$ cat config.mk
export PLATFORM = sky130hd
export DESIGN_NAME = mem_arbiter
export DESIGN_NICKNAME = d
export VERILOG_FILES = /design/src/rtl/mem_arbiter.sv
export SDC_FILE = /design/constraint.sdc
export NUM_CORES = 1
export LEC_CHECK = 0
export BUFFER_PORTS_ARGS = -buffer_cell sky130_fd_sc_hd__buf_2
export CORE_MARGIN = 5
export CORE_UTILIZATION = 35
export DETAILED_ROUTE_END_ITERATION = 16
export GPL_ROUTABILITY_DRIVEN = 0
export PLACE_DENSITY = 0.66
export SYNTH_ARGS = -nofsm -noshare
export SYNTH_HDL_FRONTEND = slang
export SYNTH_SLANG_ARGS = --single-unit
$ cat constraint.sdc
create_clock -name clk -period 2.6 [get_ports clk]
set_clock_uncertainty 0.1 [all_clocks]
set_input_delay 0.39 -clock clk [delete_from_list [all_inputs] [get_ports clk]]
set_output_delay 0.39 -clock clk [all_outputs]
set_load 0.005 [all_outputs]
$ cat src/rtl/mem_arbiter.sv
// Arbiter sharing one fixed-latency single-ported memory between fetch (IF) and data (DM) ports.
// DM wins ties unless IF has been passed over STARVE_MAX times in a row.
module mem_arbiter #(
  parameter int unsigned LATENCY    = 2,
  parameter int unsigned STARVE_MAX = 3
) (
  input  logic        clk,
  input  logic        rst,
  input  logic        if_req,
  input  logic [15:0] if_addr,
  output logic [15:0] if_rdata,
  output logic        if_done,
  output logic        if_stall,
  input  logic        dm_rd,
  input  logic        dm_wr,
  input  logic [15:0] dm_addr,
  input  logic [15:0] dm_wdata,
  output logic [15:0] dm_rdata,
  output logic        dm_done,
  output logic        dm_stall,
  output logic        mem_en,
  output logic        mem_wr,
  output logic [15:0] mem_addr,
  output logic [15:0] mem_wdata,
  input  logic [15:0] mem_rdata,
  output logic        err
);

  localparam logic [3:0] LatCnt    = 4'(LATENCY);
  localparam logic [3:0] StarveMax = 4'(STARVE_MAX);

  typedef enum logic [1:0] {StIdle, StIBusy, StDBusy} state_e;

  state_e      state_q, state_d;
  logic [3:0]  cnt_q, cnt_d;
  logic [3:0]  starve_q, starve_d;
  logic [15:0] if_rdata_q, if_rdata_d;
  logic [15:0] dm_rdata_q, dm_rdata_d;
  logic        if_done_q, if_done_d;
  logic        dm_done_q, dm_done_d;
  logic        mem_en_q, mem_en_d;
  logic        mem_wr_q, mem_wr_d;
  logic [15:0] mem_addr_q, mem_addr_d;
  logic [15:0] mem_wdata_q, mem_wdata_d;
  logic        err_q, err_d;
  logic        eff_if, eff_dm;

  // Done masks keep a still-held request from being re-granted in its own done cycle.
  assign eff_if = if_req & ~if_done_q;
  assign eff_dm = (dm_rd ^ dm_wr) & ~dm_done_q;

  always_comb begin
    state_d     = state_q;
    cnt_d       = cnt_q;
    starve_d    = starve_q;
    if_rdata_d  = if_rdata_q;
    dm_rdata_d  = dm_rdata_q;
    if_done_d   = 1'b0;
    dm_done_d   = 1'b0;
    mem_en_d    = 1'b0;
    mem_wr_d    = mem_wr_q;
    mem_addr_d  = mem_addr_q;
    mem_wdata_d = mem_wdata_q;
    err_d       = err_q;

    unique case (state_q)
      StIdle: begin
        if (dm_rd && dm_wr) begin
          err_d = 1'b1;
        end
        if (eff_dm && (!eff_if || (starve_q < StarveMax))) begin
          state_d     = StDBusy;
          cnt_d       = LatCnt;
          mem_en_d    = 1'b1;
          mem_wr_d    = dm_wr;
          mem_addr_d  = dm_addr;
          mem_wdata_d = dm_wdata;
          if (eff_if && (starve_q < StarveMax)) begin
            starve_d = starve_q + 4'd1;
          end
        end else if (eff_if) begin
          state_d    = StIBusy;
          cnt_d      = LatCnt;
          mem_en_d   = 1'b1;
          mem_wr_d   = 1'b0;
          mem_addr_d = if_addr;
          starve_d   = 4'd0;
        end
      end
      StIBusy, StDBusy: begin
        cnt_d = cnt_q - 4'd1;
        if (cnt_q == 4'd1) begin
          state_d = StIdle;
          if (state_q == StIBusy) begin
            if_rdata_d = mem_rdata;
            if_done_d  = 1'b1;
          end else begin
            dm_done_d = 1'b1;
            if (!mem_wr_q) begin
              dm_rdata_d = mem_rdata;
            end
          end
        end
      end
      default: state_d = StIdle;
    endcase
  end

  always_ff @(posedge clk or negedge rst) begin
    if (!rst) begin
      state_q     <= StIdle;
      cnt_q       <= 4'd0;
      starve_q    <= 4'd0;
      if_rdata_q  <= 16'd0;
      dm_rdata_q  <= 16'd0;
      if_done_q   <= 1'b0;
      dm_done_q   <= 1'b0;
      mem_en_q    <= 1'b0;
      mem_wr_q    <= 1'b0;
      mem_addr_q  <= 16'd0;
      mem_wdata_q <= 16'd0;
      err_q       <= 1'b0;
    end else begin
      state_q     <= state_d;
      cnt_q       <= cnt_d;
      starve_q    <= starve_d;
      if_rdata_q  <= if_rdata_d;
      dm_rdata_q  <= dm_rdata_d;
      if_done_q   <= if_done_d;
      dm_done_q   <= dm_done_d;
      mem_en_q    <= mem_en_d;
      mem_wr_q    <= mem_wr_d;
      mem_addr_q  <= mem_addr_d;
      mem_wdata_q <= mem_wdata_d;
      err_q       <= err_d;
    end
  end

  assign if_rdata  = if_rdata_q;
  assign if_done   = if_done_q;
  assign dm_rdata  = dm_rdata_q;
  assign dm_done   = dm_done_q;
  assign mem_en    = mem_en_q;
  assign mem_wr    = mem_wr_q;
  assign mem_addr  = mem_addr_q;
  assign mem_wdata = mem_wdata_q;
  assign err       = err_q;
  assign if_stall  = if_req & ~if_done_q;
  assign dm_stall  = (dm_rd | dm_wr) & ~dm_done_q;

endmodule

After elaboration in Yosys (flattened, before gate mapping)
Cells that the tools add are included.
- flip-flop bits (word level): 79
- multiplexer cells: 23
- bitwise operators: 9
- order comparisons: 1
- reductions and logical operators: 17
- $add $sub $neg: 2
- eq/ne operators: 6
- operators by type and width (cell ; number):
    $mux W16 ; 2
    $mux W4 ; 5
    $mux W1 ; 11
    $reduce_and A2 Y1 ; 5
    $pmux W4 S2 ; 1
    $mux W2 ; 3
    $reduce_and A3 Y1 ; 2
    $add A4 B1 Y4 const B ; 1
    $eq A4 B1 Y1 const B ; 1
    $lt A4 B2 Y1 const B ; 1
    $not A1 Y1 ; 4
    $pmux W2 S2 ; 1
    $reduce_and A4 Y1 ; 1
    $reduce_bool A2 Y1 ; 2
    $sub A4 B1 Y4 const B ; 1
    $and A1 B1 Y1 ; 3
    $logic_and A1 B1 Y1 ; 3
    $ne A3 B3 Y1 const B ; 1
    $eq A2 B1 Y1 const B ; 1
    $eq A2 B2 Y1 const B ; 1
    $logic_not A2 Y1 ; 1
    $ne A2 B1 Y1 const B ; 1
    $ne A2 B2 Y1 const B ; 1
    $reduce_or A2 Y1 ; 1
    4 further kinds ; 4

Longest topological paths before layout
- depth in word-level cells: 7
- mapped depth: 8

Least setup slack after synthesis
Ideal clock, no wire load.
- kind: reg2reg
- start: reg state_q[0]
- end: reg dm_rdata_q[10], in the netlist dm_rdata[10]
- data required time: 2.375 ns
- clock period less this slack: 2.016 ns
- path slack: 0.584 ns
- arrival time: 1.790 ns
- cell stages (with the launch flop): 9
- cells stage by stage: dfrtp_1 inv_1 ha_1 buf_2 nand2_1 or3_1 buf_6 buf_12 mux2_4
- longest elaborated chain between the ends: 3
- elaborated cells between the ends (all ways): 5
- those cells by class: eq/ne (2); bitwise (1); reduce/logical (2)
- RTL lines (element ; line ; RTL):
    start: declaration ; 34 ; state_e state_q, state_d;
    start signal: assignment ; 111 ; state_q <= StIdle;
    start signal: assignment ; 124 ; state_q <= state_d;
    $eq A2 B1 Y1 / $eq A2 B2 Y1 (equally long branches) ; 66, 94 ;
    $reduce_or A2 Y1 / $not A1 Y1 (equally long branches) ; -- ;
    $reduce_and A4 Y1 (no line) * ; -- ;
    end signal: assignment ; 128 ; dm_rdata_q <= dm_rdata_d;
    end: declaration ; 38 ; logic [15:0] dm_rdata_q, dm_rdata_d;
Mark *: on every way between the ends. The rest lies on a longest branch, timed or not.
A chain may end at the register's enable or synchronous reset.

Worst setup path in the final report
- start: reg state_q[0]
- end: reg dm_rdata_q[7], in the netlist dm_rdata[7]
Same word-level chain as after synthesis.

==> results.yml <==
power_and_ir_drop:
  leakage_nw: 2.32
  powerDensity_nw_per_um2: 1080
  p_total_mw: 4.98
  p_int_mw: 3.40
  p_switching_mw: 1.58
  p_seq_frac: 0.403
  swShare: 0.318
  share_comb_of_total_power: 0.375
  power.share.clock: 0.223
  ir_drop_mv: 0.384
synth:
  async_reset_ff_frac: 1.00
  synthAdderAreaFrac: 0.0321
  synth_edf_count: 0
  yosys_warnings: 0
  netlist_area_sq_um: 3510
  muxShareOfSynthArea: 0.165
  synth.net_count: 365
  avgSynthCellArea_sq_um: 12.2
  synth-simple-area-share: 0.116
  synth-xor-area-share: 0
  syn_inst: 287
  synth_top_family_by_area: "multiplexers"
  synth_cell_type_count: 35
  synth_compound_area_frac: 0.0895
  synth-main-ff-cell: "dfrtp_1"
  yosysSeqAreaShare: 0.563
  synth.ff_latch_count: 79
global_routing:
  grt_pass1_vias: 2834
  grt_pass1_wl_microns: 13200
  grt_overflow: 0
  track_usage: 0.141
  antenna_found_initial: 0
  grt_max_degree: 80
layout:
  diodes: 0
  drive_above_1_share: 0.486
  syn_to_final_growth_pct: 31.4
  instances_no_fill: 569
  finalNetCount: 509
floorplan:
  coreArea_sq_um: 9770
  fp-row-count: 36
  dieArea_sq_um: 12100
  die_h_microns: 110
  die_w_microns: 110
  boundaryPins: 140
  start_util: 0.359
sta:
  tns_ns: 0
  rsz0062_at_grt: "false"
  setup_violations: 0
  fin_crit_sh: 0.803
  finalHoldViolCount: 0
  fin_ws_ns: 0.512
  period_minus_slack_ns: 2.09
  fmax_mhz: 479
  worstMarginPinSlew_ns: 0.915
  slew_headroom: 0.388
  drv_slew: 0
outcome:
  status: "finished clean"
place:
  place_hpwl_microns: 6300
  dpl_worst_slack_ns: 0.440
  port_buffers: 139
  place_inst: 552
routing:
  drt-pass1-iter-count: 4
  via_per_inst: 4.72
  drt_iter0_drc: 95
  antenna_left: 0
  dr_total_vias: 2683
  drc: 0
  wl_per_cell_microns: 14.9
  routed_wirelength_microns: 8510
setup_path:
  worstPathRequired_ns: 2.73
  arrival_ns: 2.22
  path_max_fanout: 16
  cp-start-kind: "register"
  criticalPathCategory: "register to register"
  endpoint_kind: "register"
cts:
  clock_latency_ns: 0.35
  clk_pin_slew_worst_paths_ns: 0.09
  cts_max_path_buffers: 2
  numCtsBuffers: 9
  htreeDepth: 3
  cts_root_buf: "clkbuf_8"
  numClockSinks: 79
  cts_tree: "done"
job:
  max-cap-violations: 0
hold_path:
  min_path_type: "input pin to register"
-- final timing paths --
check	startpoint	endpoint	slack, ns	cells after the start
hold reg to reg	err	err	0.36	1
setup reg to reg	state_q[0]	dm_rdata[7]	0.51	6
hold / removal	dm_wdata[8]	mem_wdata[8]	0.16	2
max in group asynchronous	rst	if_done	1.57	3
setup / recovery	state_q[0]	dm_rdata[7]	0.51	6
min in group asynchronous	rst	mem_addr[4]	0.51	3
-- critical path, cell delays in order (launching register included) --
cell,delay (ns)
dfrtp_1,0.44
inv_1,0.06
ha_1,0.42
nand2_1,0.09
or3_1,0.31
buf_4,0.23
mux2_4,0.32
-- area by class of cell --
| type | count | area (sq um) |
|---|---|---|
| fillers | 941 | 5160 |
| multi-input cells | 184 | 1410 |
| flip-flops and latches | 79 | 1980 |
| clock inverters | 6 | 115 |
| well taps | 133 | 166 |
| inverters | 9 | 33.8 |
| repair buffers | 148 | 781 |
| clock buffers | 10 | 128 |
-- stage by stage --
step                      utilization  cell area [sq um]  hold WS, ns
after floorplan                     -               3510     -0.00559
after global placement          0.446               4360        0.338
after detailed placement        0.446               4360        0.345
after CTS                       0.472               4610        0.148
after global routing            0.472               4610        0.147
final                           0.472               4610        0.164
-- flip-flops by register name, summed over array words and instances, names as in the netlist --
name       flops
mem_wdata     16
dm_rdata      16
dm_done        1
mem_addr      16
if_rdata      16
if_done        1
err            1
mem_en         1
cnt_q          4
mem_wr         1
starve_q       4
state_q        2
-- power groups by stage --
stage / Combinational [mW] / Clock, mW / Sequential [mW]
floorplan: 1.07 / 0 / 2.04
global placement: 1.85 / 0 / 2.01
detailed placement: 1.91 / 0 / 2.03
CTS: 1.92 / 1.14 / 2.01
global route: 2.08 / 1.19 / 2.07
finish: 1.87 / 1.11 / 2.01
-- per-layer routing --
layer  global-route usage  routed length (microns)  part of all wire
met1                0.160                     3330              0.39
met2                0.247                     4460              0.52
met3               0.0396                      524             0.062
met4               0.0616                      192             0.023
met5                    0                        0                 0
-- layout by cell type, fill, tap and decap left out, types with 2 or more instances in the layout --
| cell type | synthesis | final |
|---|---|---|
| and2_1 | 3 | 3 |
| nand2b_1 | 3 | 3 |
| ha_1 | 9 | 9 |
| inv_6 | 0 | 2 |
| nor3_1 | 2 | 2 |
| a31oi_1 | 2 | 2 |
| nand2_1 | 9 | 9 |
| inv_1 | 9 | 9 |
| a21oi_1 | 16 | 16 |
| bufinv_16 | 0 | 3 |
| mux2_2 | 38 | 38 |
| o22a_1 | 16 | 16 |
| buf_4 | 0 | 8 |
| nor2b_1 | 17 | 17 |
| buf_2 | 7 | 138 |
| clkbuf_8 | 0 | 9 |
| nand3_1 | 5 | 5 |
| mux2_4 | 10 | 10 |
| nor2_1 | 35 | 35 |
| dfrtp_1 | 79 | 79 |
| nand3b_1 | 2 | 2 |
| o21ai_0 | 3 | 3 |
-- timing repair --
item | in CTS | in global routing
buffers inserted | 0 | 0
hold buffers | 1 | 0
resized for setup | 0 | 0
endpoints found under the hold margin | 79 | 0
-- cells in the mapped netlist (2+ instances only) --
cell | instances | area (sq um)
nor2b_1 | 17 | 106
mux2_2 | 38 | 428
nand3_1 | 5 | 25.0
nand2b_1 | 3 | 18.8
mux2_4 | 10 | 150
dfrtp_1 | 79 | 1980
nand2_1 | 9 | 33.8
clkbuf_1 | 6 | 22.5
o22a_1 | 16 | 140
and2_1 | 3 | 18.8
inv_1 | 9 | 33.8
a31oi_1 | 2 | 12.5
buf_2 | 7 | 35.0
o21ai_0 | 3 | 15.0
ha_1 | 9 | 113
a21oi_1 | 16 | 80.1
nand3b_1 | 2 | 15.0
nor2_1 | 35 | 131
nor3_1 | 2 | 10.0
-- cells by family after synthesis --
logic type | Yosys count
AO/OA/AOI/OAI | 45
flip-flops | 79
multiplexers | 48
buffers and inverters | 24
AND/OR/NAND/NOR | 82
adder cells (fa/ha/maj) | 9
Note: power is estimated with default switching activity, not from simulation.
